File: src/rtl/ft4052c_timegen.sv
// ft4052c_timegen
// Frame-readout timing generator for the FT4052C full-frame CCD camera head.
// A TRIGGER rising edge starts one exposure:
//   ADC programming -> shutter open -> integration -> shutter close ->
//   32-byte header slot sequence -> line-by-line readout (VSHIFT + HREAD per line).
//
// Ports
//   CLK, RST            clock (rising edge) and asynchronous active-high reset
//   INTEGRATION[31:0]   exposure time in microseconds, latched at trigger
//   TRIGGER             frame start on rising edge
//   CR, RG, SG          charge reset, reset gate, summing gate
//   A1..A4              four-phase image-area clocks
//   C1..C3              three-phase horizontal-register clocks
//   VA                  current line is inside the Y active window
//   HDR_ENABLE, HDR_R   header-phase flag, header byte read strobe
//   HDR_ADC_W           FIFO write strobe (header bytes and pixel bytes)
//   ADC_CLK, ADC_CDS1, ADC_CDS2, ADC_INIT   AD9826 clock, CDS strobes, SPI start
//   DRV_MAX, DRV_V11, DRV_TG, DRV_LVL       driver-board controls
//   PARAM_*[15:0]       constant copies of the frame geometry
//   SHUTTER_ON, SHUTTER_OFF                 shutter coil pulses
module ft4052c_timegen #(
    parameter int X_TOTAL  = 4112,
    parameter int Y_TOTAL  = 5376,
    parameter int X_ACTIVE = 4008,
    parameter int Y_ACTIVE = 5344,
    parameter int X_OFFSET = 56,
    parameter int Y_OFFSET = 16,
    parameter int PIX_DIV  = 8,
    parameter int VSTEP    = 48,
    parameter int ADC_LAT  = 3,
    parameter int INIT_CYC = 1024,
    parameter int SHUT_CYC = 480000,
    parameter int US_DIV   = 48
) (
    input  logic        CLK,
    input  logic        RST,
    input  logic [31:0] INTEGRATION,
    input  logic        TRIGGER,
    output logic        CR,
    output logic        RG,
    output logic        SG,
    output logic        A1,
    output logic        A2,
    output logic        A3,
    output logic        A4,
    output logic        C1,
    output logic        C2,
    output logic        C3,
    output logic        VA,
    output logic        HDR_ENABLE,
    output logic        HDR_R,
    output logic        HDR_ADC_W,
    output logic        ADC_CLK,
    output logic        ADC_CDS1,
    output logic        ADC_CDS2,
    output logic        ADC_INIT,
    output logic        DRV_MAX,
    output logic        DRV_V11,
    output logic        DRV_TG,
    output logic        DRV_LVL,
    output logic [15:0] PARAM_X,
    output logic [15:0] PARAM_Y,
    output logic [15:0] PARAM_ACTIVE_X,
    output logic [15:0] PARAM_ACTIVE_Y,
    output logic [15:0] PARAM_OFFSET_X,
    output logic [15:0] PARAM_OFFSET_Y,
    output logic        SHUTTER_ON,
    output logic        SHUTTER_OFF
);

    typedef enum logic [2:0] {
        S_IDLE, S_INIT, S_OPEN, S_INTEG, S_CLOSE, S_HEADER, S_VSHIFT, S_HREAD
    } state_t;

    typedef struct packed {
        logic cr, rg, sg, a1, a2, a3, a4, c1, c2, c3, va;
        logic hdr_enable, hdr_r, hdr_adc_w;
        logic adc_clk, adc_cds1, adc_cds2, adc_init;
        logic drv_max, drv_v11, drv_tg, drv_lvl;
        logic shutter_on, shutter_off;
    } outs_t;

    localparam outs_t      OUTS_IDLE = '{cr: 1'b1, drv_max: 1'b1, default: 1'b0};
    localparam logic [2:0] PH_LAST   = 3'(PIX_DIV - 1);
    localparam logic [15:0] WIN_X_LO = 16'(X_OFFSET + ADC_LAT);
    localparam logic [15:0] WIN_X_HI = 16'(X_OFFSET + ADC_LAT + X_ACTIVE);
    localparam logic [15:0] WIN_Y_LO = 16'(Y_OFFSET);
    localparam logic [15:0] WIN_Y_HI = 16'(Y_OFFSET + Y_ACTIVE);

    state_t      state_q, state_d;
    logic [31:0] cnt_q, cnt_d;      // cycle count within a state / µs prescaler
    logic [31:0] us_q, us_d;        // elapsed integration microseconds
    logic [31:0] integ_q, integ_d;  // INTEGRATION latched at trigger
    logic [1:0]  step_q, step_d;    // vertical phase step
    logic [2:0]  ph_q, ph_d;        // pixel phase
    logic [15:0] pix_q, pix_d;
    logic [15:0] line_q, line_d;
    logic        trig_q, trig_d;
    outs_t       outs_q, outs_d;
    logic        trig_rise;

    assign trig_d    = TRIGGER;
    assign trig_rise = TRIGGER && !trig_q;

    // State and counter registers
    always_ff @(posedge CLK or posedge RST) begin
        if (RST) begin
            state_q <= S_IDLE;
            cnt_q   <= '0;
            us_q    <= '0;
            integ_q <= '0;
            step_q  <= '0;
            ph_q    <= '0;
            pix_q   <= '0;
            line_q  <= '0;
            trig_q  <= 1'b0;
        end else begin
            state_q <= state_d;
            cnt_q   <= cnt_d;
            us_q    <= us_d;
            integ_q <= integ_d;
            step_q  <= step_d;
            ph_q    <= ph_d;
            pix_q   <= pix_d;
            line_q  <= line_d;
            trig_q  <= trig_d;
        end
    end

    // Next-state and counter logic
    always_comb begin
        state_d = state_q;
        cnt_d   = cnt_q + 32'd1;
        us_d    = us_q;
        integ_d = integ_q;
        step_d  = step_q;
        ph_d    = ph_q;
        pix_d   = pix_q;
        line_d  = line_q;
        case (state_q)
            S_IDLE: begin
                cnt_d  = '0;
                us_d   = '0;
                step_d = '0;
                ph_d   = '0;
                pix_d  = '0;
                line_d = '0;
                if (trig_rise) begin
                    state_d = S_INIT;
                    integ_d = INTEGRATION;
                end
            end
            S_INIT: if (cnt_q == 32'(INIT_CYC - 1)) begin
                cnt_d   = '0;
                state_d = S_OPEN;
            end
            S_OPEN: if (cnt_q == 32'(SHUT_CYC - 1)) begin
                cnt_d   = '0;
                us_d    = '0;
                state_d = (integ_q == 32'd0) ? S_CLOSE : S_INTEG;
            end
            S_INTEG: if (cnt_q == 32'(US_DIV - 1)) begin
                cnt_d = '0;
                if (us_q == integ_q - 32'd1) state_d = S_CLOSE;
                else                         us_d    = us_q + 32'd1;
            end
            S_CLOSE: if (cnt_q == 32'(SHUT_CYC - 1)) begin
                cnt_d   = '0;
                state_d = S_HEADER;
            end
            S_HEADER: if (cnt_q == 32'd63) begin
                cnt_d   = '0;
                step_d  = '0;
                line_d  = '0;
                state_d = S_VSHIFT;
            end
            S_VSHIFT: if (cnt_q == 32'(VSTEP - 1)) begin
                cnt_d = '0;
                if (step_q == 2'd3) begin
                    ph_d    = '0;
                    pix_d   = '0;
                    state_d = S_HREAD;
                end else begin
                    step_d = step_q + 2'd1;
                end
            end
            S_HREAD: begin
                cnt_d = '0;
                ph_d  = ph_q + 3'd1;
                if (ph_q == PH_LAST) begin
                    ph_d = '0;
                    if (pix_q == 16'(X_TOTAL - 1)) begin
                        pix_d = '0;
                        if (line_q == 16'(Y_TOTAL - 1)) begin
                            state_d = S_IDLE;
                        end else begin
                            line_d  = line_q + 16'd1;
                            step_d  = '0;
                            state_d = S_VSHIFT;
                        end
                    end else begin
                        pix_d = pix_q + 16'd1;
                    end
                end
            end
            default: state_d = S_IDLE;
        endcase
    end

    // Outputs are decoded from the next-state values so the registered
    // outputs line up with the state they describe.
    always_comb begin
        outs_d = '0;
        if (state_d == S_IDLE) begin
            outs_d = OUTS_IDLE;
        end else begin
            outs_d.drv_lvl = 1'b1;
            outs_d.a1      = 1'b1;
            outs_d.a2      = 1'b1;
            outs_d.va      = (state_d == S_VSHIFT || state_d == S_HREAD) &&
                             (line_d >= WIN_Y_LO) && (line_d < WIN_Y_HI);
        end
        case (state_d)
            S_INIT:  begin outs_d.cr = 1'b1; outs_d.adc_init    = 1'b1; end
            S_OPEN:  begin outs_d.cr = 1'b1; outs_d.shutter_on  = 1'b1; end
            S_INTEG: begin outs_d.cr = 1'b1; outs_d.drv_max     = 1'b1; end
            S_CLOSE: begin outs_d.cr = 1'b1; outs_d.shutter_off = 1'b1; end
            S_HEADER: begin
                // Even cycle reads header byte k, the odd one writes it.
                outs_d.hdr_enable = 1'b1;
                outs_d.hdr_r      = !cnt_d[0];
                outs_d.hdr_adc_w  = cnt_d[0];
            end
            S_VSHIFT: begin
                outs_d.drv_tg = 1'b1;
                case (step_d)
                    2'd0:    {outs_d.a1, outs_d.a2, outs_d.a3, outs_d.a4} = 4'b0110;
                    2'd1:    {outs_d.a1, outs_d.a2, outs_d.a3, outs_d.a4} = 4'b0011;
                    2'd2:    {outs_d.a1, outs_d.a2, outs_d.a3, outs_d.a4} = 4'b1001;
                    default: {outs_d.a1, outs_d.a2, outs_d.a3, outs_d.a4} = 4'b1100;
                endcase
            end
            S_HREAD: begin
                outs_d.drv_v11  = 1'b1;
                outs_d.rg       = (ph_d == 3'd0);
                outs_d.c1       = (ph_d <= 3'd2);
                outs_d.c2       = (ph_d >= 3'd3) && (ph_d <= 3'd5);
                outs_d.c3       = (ph_d >= 3'd6);
                outs_d.sg       = (ph_d <= 3'd3);
                outs_d.adc_clk  = (ph_d <= 3'd3);
                outs_d.adc_cds1 = (ph_d == 3'd2);
                outs_d.adc_cds2 = (ph_d == 3'd6);
                // ADC output lags the sampled pixel by ADC_LAT pixels,
                // so the write window is shifted by that latency.
                outs_d.hdr_adc_w = outs_d.va && (ph_d == 3'd1 || ph_d == 3'd5) &&
                                   (pix_d >= WIN_X_LO) && (pix_d < WIN_X_HI);
            end
            default: ;
        endcase
    end

    // Output register
    always_ff @(posedge CLK or posedge RST) begin
        if (RST) outs_q <= OUTS_IDLE;
        else     outs_q <= outs_d;
    end

    assign CR          = outs_q.cr;
    assign RG          = outs_q.rg;
    assign SG          = outs_q.sg;
    assign A1          = outs_q.a1;
    assign A2          = outs_q.a2;
    assign A3          = outs_q.a3;
    assign A4          = outs_q.a4;
    assign C1          = outs_q.c1;
    assign C2          = outs_q.c2;
    assign C3          = outs_q.c3;
    assign VA          = outs_q.va;
    assign HDR_ENABLE  = outs_q.hdr_enable;
    assign HDR_R       = outs_q.hdr_r;
    assign HDR_ADC_W   = outs_q.hdr_adc_w;
    assign ADC_CLK     = outs_q.adc_clk;
    assign ADC_CDS1    = outs_q.adc_cds1;
    assign ADC_CDS2    = outs_q.adc_cds2;
    assign ADC_INIT    = outs_q.adc_init;
    assign DRV_MAX     = outs_q.drv_max;
    assign DRV_V11     = outs_q.drv_v11;
    assign DRV_TG      = outs_q.drv_tg;
    assign DRV_LVL     = outs_q.drv_lvl;
    assign SHUTTER_ON  = outs_q.shutter_on;
    assign SHUTTER_OFF = outs_q.shutter_off;

    assign PARAM_X        = 16'(X_TOTAL);
    assign PARAM_Y        = 16'(Y_TOTAL);
    assign PARAM_ACTIVE_X = 16'(X_ACTIVE);
    assign PARAM_ACTIVE_Y = 16'(Y_ACTIVE);
    assign PARAM_OFFSET_X = 16'(X_OFFSET);
    assign PARAM_OFFSET_Y = 16'(Y_OFFSET);

endmodule

File: config.mk
export PLATFORM = sky130hd
export DESIGN_NAME = ft4052c_timegen
export DESIGN_NICKNAME = d
export VERILOG_FILES = /design/src/rtl/ft4052c_timegen.sv
export SDC_FILE = /design/constraint.sdc
export NUM_CORES = 1
export LEC_CHECK = 0
export CORE_ASPECT_RATIO = 0.9
export CORE_UTILIZATION = 50
export CTS_BUF_LIST = sky130_fd_sc_hd__clkbuf_16
export CTS_CLUSTER_DIAMETER = 50
export DETAILED_ROUTE_END_ITERATION = 10
export PLACE_DENSITY = 0.73
export SLEW_MARGIN = 20
export SYNTH_ARGS = -nofsm -noshare
export SYNTH_HDL_FRONTEND = slang
export SYNTH_SLANG_ARGS = --single-unit
File: constraint.sdc
create_clock -name CLK -period 6.75 [get_ports CLK]
set_input_delay 2.025 -clock CLK [delete_from_list [all_inputs] [get_ports CLK]]
set_output_delay 2.025 -clock CLK [all_outputs]
set_load 0.05 [all_outputs]
==> results.yml, run 1 <==
route:
  routed_wl_um: 22800
  drt_iter0_drc: 951
  detail_route.wl_per_cell_um: 15.7
  viasPerCell: 5.83
  vias: 8447
  antenna_left: 0
  firstDrtPassIters: 5
  drc: 0
timing:
  fin_crit_sh_pct: 65.5
  fin_ws_ns: 2.33
  finalHoldViolations: 0
  finalSetupViolations: 0
  rsz0062_at_grt: "false"
  clock_skew_ns: 0.0127
  fin_crit_ns: 4.42
  fin_tns_setup_ns: 0
  slew_headroom_pct: 35.9
  drv_slew: 0
  fmax_ghz: 0.226
  tightest_slew_ns: 0.962
layout:
  fin_cells: 1450
  diodes: 0
  areaGrowthSynthToFinish_pct: 9.69
  final_nets: 1228
  final_area_mm2: 0.0113
  drive_gt1_share_pct: 8.62
critical_path:
  path_buf_inv: 1
  cp_top_family: "simple AND/OR/NAND/NOR gates"
  crit_slowest_cell: "or4b_2"
  cp-start-kind: "flip-flop"
  critPathArrivalTime_ns: 4.73
  crit_chain: "nor3_1 > nand4_1 > or4b_2 > a211oi_1 > nor2_1 > or4_4 > nor2_4 > a21boi_2 > inv_2 > nand2b_2 > o31a_1"
  criticalPathCategory: "flip-flop to flip-flop"
  crit_required_ns: 7.06
  path_max_fanout: 19
  cp-end-kind: "flip-flop"
  max_stage_delay_ns: 0.83
floorplan:
  start_util_pct: 51.2
  die_w_um: 153
  num_io_pins: 155
  rows: 49
  coreArea_mm2: 0.0200
  dieHeight_um: 138
  die-area_mm2: 0.0211
logic_synthesis:
  yosysTopAreaCell: "dfrtp_1"
  ys_seq_area_share_pct: 39.0
  ys.flop_type: "dfrtp_1"
  synth_edf_count: 0
  async_reset_ff_share_pct: 100
  synth.avg_cell_area_um2: 8.94
  yosysWarnings: 0
  syn_area_mm2: 0.0103
  synth_cell_types: 79
  synth_top_area_share_pct: 38.5
  netlist_instances: 1148
  yosysMostFrequentCell: "dfrtp_1"
  ys_ff_latch: 160
  yosys-top-cells-area: "dfrtp_1 39%, buf_4 7.2%, mux2_2 3.7%, nor2_1 3.4%, xnor2_1 3.3%"
  netlist_top_cells_count: "158 x dfrtp_1, 98 x buf_4, 94 x nor2_1"
power:
  leakage_nw: 5.07
  power.density_mw_per_mm2: 188
  ir_drop_mv: 0.161
clock_tree:
  clkTransAtPathRegs_ns: 0.07
  cts_buffers: 17
  cts.sinks: 160
  cts-root-buf: "clkbuf_16"
  cts_tree: "done"
  cts-hold-fix-buffers: 0
  postCtsSetupBuffers: 0
  cts-htree-levels: 4
  clk_latency_ns: 0.43
  cts_resized: 0
  cts_buffer_depth: 2
flow_run:
  maxCapViolations: 0
placement:
  place_inst: 1417
  place.gp.congestion: 0.881
  placed_cell_area_mm2: 0.0106
  port_buffers: 58
  post-dp-hpwl_um: 15900
  dp_slack_ns: 2.31
hold_path:
  hp-class: "flip-flop to flip-flop"
grt:
  grt_usage_pct: 22.0
  grt_max_degree: 88
  grt_remaining_overflow: 0
  grt_pass1_wl_um: 37200
  grt_pass1_vias: 7411
  antenna_found_initial: 0
outcome:
  outcome: "completed"
[layout make-up]
class / count / area (um^2)
fill: 1774 / 8790
multi-input combinational: 903 / 5540
sequential: 160 / 4010
timing repair buffer: 66 / 648
clock buffer: 17 / 425
tap: 255 / 319
clock inverter: 15 / 183
inverter: 34 / 133
[where the power goes]
| group | internal [mW] | switching, mW | total, mW |
|---|---|---|---|
| Combinational | 0.0181 | 0.137 | 0.155 |
| Clock | 0.587 | 0.413 | 1.00 |
| Sequential | 0.959 | 0.0000880 | 0.959 |
[kinds of logic after synthesis]
family                     Yosys count  synth area share, %
and+or+nand+nor                    478                 25.7
AOI/OAI and AO/OA                  213                 13.4
buffers and inverters              179                 10.4
DFF                                160                 39.0
xor gates and xnor gates            65                 5.55
muxes                               40                 4.44
adders and majority gates           11                 1.34
other                                2               0.0732
[through the flow]
step	power [mW]	utilization, %	hold slack (ns)
6_report	2.11	56.1	0.524
5_1_grt	2.18	56.1	0.567
4_1_cts	2.14	56.1	0.524
3_5_place_dp	1.13	53.0	0.510
3_3_place_gp	1.13	53.0	0.509
2_1_floorplan	1.15	-	0.472
[placed cells by master (no fill, tap or decap), drive strengths merged, types with 8 or more instances in the layout]
cell / netlist / routed
nand3: 45 / 45
inv: 34 / 39
or3: 30 / 30
and4: 18 / 18
xnor2: 39 / 39
conb: 2 / 96
o211ai: 8 / 8
clkdlybuf4s50: 0 / 58
dfrtp: 158 / 158
o21a: 8 / 8
nand2b: 12 / 12
nor3: 36 / 36
buf: 108 / 8
a21oi: 52 / 52
and3: 22 / 22
nor2b: 10 / 10
xor2: 26 / 26
nand4: 30 / 30
a31oi: 13 / 13
clkbuf: 37 / 17
nor4: 31 / 31
ha: 11 / 11
nor2: 95 / 95
o21ai: 55 / 55
nand2: 84 / 84
mux2: 34 / 34
and2: 10 / 10
or4: 23 / 23
o31ai: 18 / 18
[registers in the layout (all words and copies together) (netlist names), 2 cells and up]
register / cells
step_q: 2
us_q: 32
line_q: 16
ph_q: 3
pix_q: 16
cnt_q: 32
state_q: 3
integ_q: 32
[worst paths after layout]
kind	to	slack (ns)	cells past startpoint	start
worst max register to register	A1	2.33	11	integ_q[2]
worst max-delay path	A1	2.33	11	integ_q[2]
worst min register to register	line_q[14]	0.52	1	line_q[14]
worst min-delay path	line_q[14]	0.52	1	line_q[14]
max in group asynchronous	CR	3.57	3	RST
min in group asynchronous	cnt_q[22]	2.11	2	RST
[layer usage]
metal	part of all wire [%]	GRT usage, %
met1	48	31.7
met2	45	33.6
met4	0.95	7.01
met3	6.1	3.84
met5	0	0
Note: power is estimated with default switching activity, not from simulation.
==> run 2: changes to the inputs <==
- clock period: 6.75 -> 4.2 ns (I/O delays scaled with it)
==> results.yml, run 2 (synthesized netlist as in run 1, its figures left out) <==
critical_path:
  crit_slowest_cell: "or4_4"
  path_buf_inv: 3
  crit_required_ns: 4.50
  path_max_fanout: 8
  cp-start-kind: "flip-flop"
  cp-end-kind: "flip-flop"
  crit_chain: "inv_1 > ha_1 > or4b_4 > or4_1 > buf_4 > or3_1 > nand3_1 > a32oi_1 > or4_4 > nor2_4 > a21boi_2 > inv_2 > nand2b_2 > o31a_1"
  criticalPathCategory: "flip-flop to flip-flop"
  max_stage_delay_ns: 0.59
  cp_top_family: "simple AND/OR/NAND/NOR gates"
  cp-startpoint: "integ_q[0]"
  regToRegStartpoint: "integ_q[0]"
  critPathArrivalTime_ns: 4.26
flow_run:
  maxCapViolations: 0
clock_tree:
  clk_latency_ns: 0.42
  cts_tree: "done"
  cts-root-buf: "clkbuf_16"
  cts-htree-levels: 4
  cts.sinks: 160
  postCtsSetupBuffers: 0
  clkTransAtPathRegs_ns: 0.06
  cts_buffer_depth: 2
  cts_buffers: 17
grt:
  grt_pass1_vias: 7526
  grt_pass1_wl_um: 37400
  grt_remaining_overflow: 0
  grt_max_degree: 96
  antenna_found_initial: 0
  grt_usage_pct: 21.9
route:
  antenna_left: 0
  routed_wl_um: 22900
  drc: 0
  firstDrtPassIters: 6
  detail_route.wl_per_cell_um: 15.6
  viasPerCell: 5.85
  drt_iter0_drc: 660
  vias: 8596
layout:
  final_common_cell: "dfrtp_1"
  final_area_mm2: 0.0114
  areaGrowthSynthToFinish_pct: 10.8
  diodes: 0
  drive_gt1_share_pct: 9.80
  reg_top3: "cnt_q (32), integ_q (32), us_q (32)"
  final_nets: 1247
  mostFrequentLayoutCells: "158 x dfrtp_1, 96 x conb_1, 94 x nor2_1"
placement:
  port_buffers: 58
  place.gp.congestion: 0.883
  placed_cell_area_mm2: 0.0108
  post-dp-hpwl_um: 16400
timing:
  fin_crit_sh_pct: 94.3
  clock_skew_ns: 0.0103
  fin_tns_setup_ns: 0
  fin_crit_ns: 3.96
  slew_headroom_pct: 39.9
  drv_slew: 0
  rsz0062_at_grt: "false"
  finalSetupViolations: 0
  fmax_ghz: 0.252
  finalHoldViolations: 0
  tightest_slew_ns: 0.901
power:
  p_clk_share_pct: 44.7
  p_sw_mw: 0.862
  intPower_mw: 2.38
  p_total_mw: 3.25
  ir_drop_mv: 0.238
  seqPwrFrac_pct: 47.5
  swShare_pct: 26.6
  power_frac_comb_pct: 7.8
  power.density_mw_per_mm2: 286
  leakage_nw: 5.13
floorplan:
  num_io_pins: 155
  dieHeight_um: 138
  die-area_mm2: 0.0211
  coreArea_mm2: 0.0200
  die_w_um: 153
  start_util_pct: 51.2
  rows: 49
hold_path:
  hp-class: "flip-flop to flip-flop"
  min_from: "line_q[14]"
outcome:
  outcome: "completed"
==> run 2: path summary, 6_finish.rpt <==
check | cells after the start | slack [ns] | end
worst max-delay path | 14 | 0.24 | A1
worst min-delay path | 1 | 0.53 | line_q[14]
worst max register to register | 14 | 0.24 | A1
worst min register to register | 1 | 0.53 | line_q[14]
max in group asynchronous | 3 | 2.41 | integ_q[11]
min in group asynchronous | 3 | 1.30 | line_q[5]
==> run 2: final cells by class <==
type	count	area, um^2
Timing Repair Buffer	85	821
Sequential cell	160	4010
Inverter	34	131
Multi-Input combinational cell	903	5540
Clock buffer	17	425
Tap cell	255	319
Fill cell	1795	8680
Clock inverter	15	121
==> run 2: power by group through the flow <==
stage / clock (mW) / combinational [mW] / sequential, mW
4_1_cts: 1.48 / 0.254 / 1.54
6_report: 1.45 / 0.253 / 1.54
3_3_place_gp: 0 / 0.254 / 1.57
2_1_floorplan: 0 / 0.279 / 1.57
5_1_grt: 1.55 / 0.268 / 1.54
3_5_place_dp: 0 / 0.254 / 1.57
==> run 2: worst register-to-register path, cell delays in order, from the launching register on <==
cell	delay (ns)
dfrtp_1	0.42
inv_1	0.07
ha_1	0.18
or4b_4	0.51
or4_1	0.57
buf_4	0.19
or3_1	0.34
nand3_1	0.09
a32oi_1	0.12
or4_4	0.59
nor2_4	0.22
a21boi_2	0.11
inv_2	0.09
nand2b_2	0.09
o31a_1	0.25
==> run 2: routing by layer <==
metal	global-route usage, %	vias to the layer above	share of wire [%]
met5	0	-	0
met4	6.57	0	1.4
met3	4.25	35	5.9
met2	33.6	351	44
met1	31.5	4104	49
li1	-	4106	-
==> run 2: metrics by stage <==
| step | setup WS, ns | std cells | hold slack (ns) | util [%] |
|---|---|---|---|---|
| after global placement | 0.360 | 1437 | 0.511 | 54.0 |
| after floorplan | 0.570 | 1242 | 0.472 | - |
| final | 0.239 | 1469 | 0.526 | 56.7 |
| after global routing | 0.0641 | 1469 | 0.546 | 56.7 |
| after CTS | 0.236 | 1469 | 0.528 | 56.7 |
| after detailed placement | 0.248 | 1437 | 0.515 | 54.0 |
==> run 2: repair_timing <==
item                       CTS  global route
hold buffers                 0             0
setup endpoints to repair    0             1
gates resized for setup      0             1
==> RTL change 1 (settings of run 2) <==
Make the reset (`RST`) synchronous in 2 clocked blocks. Comments in the files are not updated.
--- a/src/rtl/ft4052c_timegen.sv
+++ b/src/rtl/ft4052c_timegen.sv
@@ -104,5 +104,5 @@
 
     // State and counter registers
-    always_ff @(posedge CLK or posedge RST) begin
+    always_ff @(posedge CLK) begin
         if (RST) begin
             state_q <= S_IDLE;
@@ -261,5 +261,5 @@
 
     // Output register
-    always_ff @(posedge CLK or posedge RST) begin
+    always_ff @(posedge CLK) begin
         if (RST) outs_q <= OUTS_IDLE;
         else     outs_q <= outs_d;
Function: differs if RST is asserted again (counterexample within 4 cycles, from zero or initial values and one cycle with RST high); with RST held inactive, the same outputs for 10 cycles.
==> RTL change 1 against run 2 <==
  * Sequential cell count unchanged
  * Area after synthesis shrank 8.7%
  * Critical path depth is 2 lower
  * Clock skew down 0.0018 ns
  * Wire length decreased by 7.6%
  * Fmax is essentially flat
  * Final area shrank 8.8%
  * Worst setup slack worse by 0.0026 ns
  * Sequential share of layout area shrank 4.3 points
  * Cell count up 1.8%
  * Critical path type unchanged
Power is not compared: it rests on default switching activity, and its combinational part moved more than twofold at a synthesized area within 25%.
==> RTL change 1: results (changes against run 2) <==
Non-clock buffer share 7.05% (-0.17 points); layout cell share with drive strength beyond 1 6.40% (-3.4 points); Via density 5.46 (-6.7%); post-synth cell types 72 (-8.9%); Async SR Flop Fraction 0% (-100 points); area occupied by multi-input gates 5440 µm² (-1.8%); DP Wirelength 15,200 µm (-7.0%); largest net degree at the start of global routing 73 (-24%); routed len/inst 14.1 µm (-9.2%); Max stage delay on crit path 0.57 ns (-0.02 ns); met2 WL 10,000 µm (-0.35%); register area 3200 µm² (-20%); Seq Cell Count 160 (unchanged); Clock buf/inv share 5.49% (+0.68 points); placed cells 1,463 (+1.8%); GP Congestion 0.891 (+0.91%); status completed; top cells by area, synth dfxtp_1, buf_4, nor2_1; initial drt markers 596 (-9.7%); GR met2 Demand/Resource 36.4% (+2.8 points); Filler Cells Inserted 1,684 (-6.2%); Inverters 30 (-12%); Post-synth top cells dfxtp_1, nor2_1, nand2_1, buf_4, a21oi_1; DP Worst Slack 0.278 ns (+0.0305 ns); Layout Nets 1,283 (+2.9%); DR WL met3 1120 µm (-17%); Seq/Total Area, Yosys 34.2% (-4.9 points); critical path data arrival time 4.32 ns (+0.06 ns); DRT Pass-1 Iters 5 (-1); multi-input gate count 951 (+5.3%); Mapped Cells 1,205 (+5.0%); Placed Area 9800 µm² (-9.4%); total power draw ~3.6 mW; Post-Synth Adder-Cell Area 1.47% (+0.13 points); post-synthesis compound-gate area fraction 14.8% (+1.3 points); Via Count 8,161 (-5.1%); clk_skew 0.00849 ns (-0.00181 ns); GRT met3 Usage 3.94% (-0.31 points); Non-clock buffers 77 (-9.4%); first-pass GRT wire length 35,200 µm (-5.8%)
==> RTL change 1: path summary, 6_finish.rpt <==
path	cells after the start	from	end	slack, ns
worst max-delay path	12	integ_q[0]	HDR_ADC_W	0.24
worst min-delay path	2	integ_q[21]	integ_q[21]	0.49
worst max register to register	12	integ_q[0]	HDR_ADC_W	0.24
worst min register to register	2	integ_q[21]	integ_q[21]	0.49
==> RTL change 1: critical path, delay by kind of cell, from the launching register on <==
family          cells  cell delay [ns]
fa+ha+maj           1             0.30
buf+inv             1             0.08
flops               1             0.48
compound gates      7             1.70
simple gates        3             1.33
==> RTL change 1: cells by family (layout without fill, tap and decap cells) <==
logic type	after synthesis	after routing
other cells	2	96
xor+xnor	91	91
fa+ha+maj	11	11
compound gates	217	217
simple gates	527	527
mux	9	9
flops	160	160
buf+inv	188	139
==> RTL change 2 (config.mk and constraints of run 2) <==
Without the edit above. Change the parameter `X_ACTIVE` from 4008 to 2048.
--- a/src/rtl/ft4052c_timegen.sv
+++ b/src/rtl/ft4052c_timegen.sv
@@ -22,5 +22,5 @@
     parameter int X_TOTAL  = 4112,
     parameter int Y_TOTAL  = 5376,
-    parameter int X_ACTIVE = 4008,
+    parameter int X_ACTIVE = 2048,
     parameter int Y_ACTIVE = 5344,
     parameter int X_OFFSET = 56,
Function: changed (Yosys sat finds a counterexample within 4 cycles, from zero or initial values and one cycle with RST high).
==> RTL change 2 against run 2 <==
  * Synthesized cell count up 6.4%
  * Power up 6.2%
  * Final area grew 1.7%
  * Worst setup slack better by 0.0019 ns
  * Wire length grew 11%
  * Count of clock-buffer cells in the layout stayed put
  * Area after synthesis up 1.1%
  * Sequential cell count is the same
  * Clock power grew 14%
  * Critical path type unchanged
==> RTL change 2: results (changes against run 2) <==
PortBufs 58 (unchanged); Clock transition at path regs 0.06 ns (about the same); vias in the first global route 8,056 (+7.0%); Hold Path Origin line_q[15]; Via Count 8,895 (+3.5%); Hold Buf Count CTS 0 (unchanged); initial drt markers 816 (+24%); largest net degree at the start of global routing 58 (-40%); post-synth cell types 81 (+2.5%); DRT Pass-1 Iters 5 (-1); top cells by area, synth dfrtp_1, buf_4, nand2_1; total clock buffers created by CTS 17 (unchanged); critical path data arrival time 4.23 ns (-0.03 ns); Post-synth top cells nand2_1, dfrtp_1, nor2_1, buf_4, o21ai_0; CP delay by family, top simple AND/OR/NAND/NOR gates; first-pass GRT wire length 42,000 µm (+12%); routed len/inst 16.5 µm (+5.8%); DP Wirelength 18,100 µm (+11%); Layout Nets 1,315 (+5.5%); status completed; peak supply drop 0.256 mV (+7.5%); CP max stage cell or4b_1; layout cell share with drive strength beyond 1 7.25% (-2.5 points); ys flop type dfrtp_1; Lkg Pwr 5.24 nW (+2.1%); Crit. Startpoint integ_q[0]; Regs by FF count cnt_q: 32 flops, integ_q: 32 flops, us_q: 32 flops; Max stage delay on crit path 0.61 ns (+0.02 ns); Root Driver clkbuf_16; GP Congestion 0.896 (+1.4%); Global Route Usage Sum 24.6% (+2.7 points); H-tree levels 4 (unchanged); worst-path fanout max 49 (+41); max_slew headroom 35.8% (-4.1 points); ANT cells 0 (unchanged); clk_skew 0.0140 ns (+0.00371 ns); clock tree buffer depth 2 (unchanged); Yosys Warn Count 0 (unchanged); Seq/Total Area, Yosys 38.6% (-0.42 points); Filler Cells Inserted 1,798 (+0.17%); Setup Fix Bufs, Post-CTS 0 (unchanged); clock latency on the worst-skew pair 0.44 ns (+0.02 ns)
[RTL change 2: changes by cell type after synthesis, sizes merged, moves of 6 or more]
| cell | before | now |
|---|---|---|
| and3 | 22 | 31 |
| clkbuf | 37 | 47 |
| inv | 34 | 24 |
| mux2 | 34 | 1 |
| mux2i | 5 | 12 |
| nand2 | 84 | 175 |
| nor2 | 95 | 109 |
| nor3 | 36 | 29 |
| o2111ai | 6 | 0 |
| or4 | 23 | 30 |
| xnor2 | 39 | 49 |
[RTL change 2: routing by layer]
| layer | wire length, µm | global-route usage [%] |
|---|---|---|
| met1 | 12300 | 37.4 |
| met3 | 1950 | 4.94 |
| met5 | 0 | 0 |
| met2 | 10500 | 34.4 |
| met4 | 566 | 8.47 |
[RTL change 2: final cells by class]
cell class | count | share of cell area, %
Multi-Input combinational cell | 976 | 49.0
Sequential cell | 160 | 34.6
Timing Repair Buffer | 89 | 7.36
Clock buffer | 17 | 3.68
Tap cell | 255 | 2.76
Clock inverter | 15 | 1.67
Inverter | 25 | 0.844
[RTL change 2: cell families after synthesis]
group                    after synthesis  synth area share [%]
buffers and inverters                179                  10.1
adder cells (fa/ha/maj)               11                  1.33
AND/OR/NAND/NOR                      579                  29.1
flip-flops                           160                  38.6
AO/OA/AOI/OAI                        199                  12.8
multiplexers                          13                  1.27
XOR/XNOR                              78                  6.72
other                                  2                0.0724
[RTL change 2: path summary, 6_finish.rpt]
path | depth (start not counted) | slack [ns] | endpoint
min in group asynchronous | 2 | 1.27 | integ_q[12]
min reg2reg | 1 | 0.53 | line_q[15]
max reg2reg | 12 | 0.24 | us_q[3]
max | 12 | 0.24 | us_q[3]
max in group asynchronous | 3 | 2.22 | C1
min | 1 | 0.53 | line_q[15]
[RTL change 2: through the flow]
step                std cells  hold WS (ns)  util [%]  worst slack, ns  cell area (µm²)
global placement         1505         0.496      54.3            0.412            10900
CTS                      1537         0.519      57.3            0.295            11600
global route             1537         0.550      57.3           0.0338            11600
floorplan                1315         0.462         -            0.651            10700
finish                   1537         0.531      57.3            0.241            11600
detailed placement       1505         0.507      54.3            0.314            10900
[RTL change 2: worst register-to-register path: stages (launching register included)]
cell and delay [ns]:
dfrtp_1 0.41, inv_1 0.09, ha_1 0.20, or4b_1 0.61, or4b_1 0.56, and3_1 0.20
o31a_1 0.26, nor4b_1 0.39, o2111a_1 0.40, and3_1 0.25, buf_12 0.22, or3_1 0.16
a21oi_1 0.06
[RTL change 2: where the power goes]
part	internal (mW)	leakage (nW)	switching (mW)	total [mW]
Clock	0.991	0.302	0.659	1.65
Sequential	1.54	2.17	0.000107	1.54
Combinational	0.0331	2.77	0.223	0.256
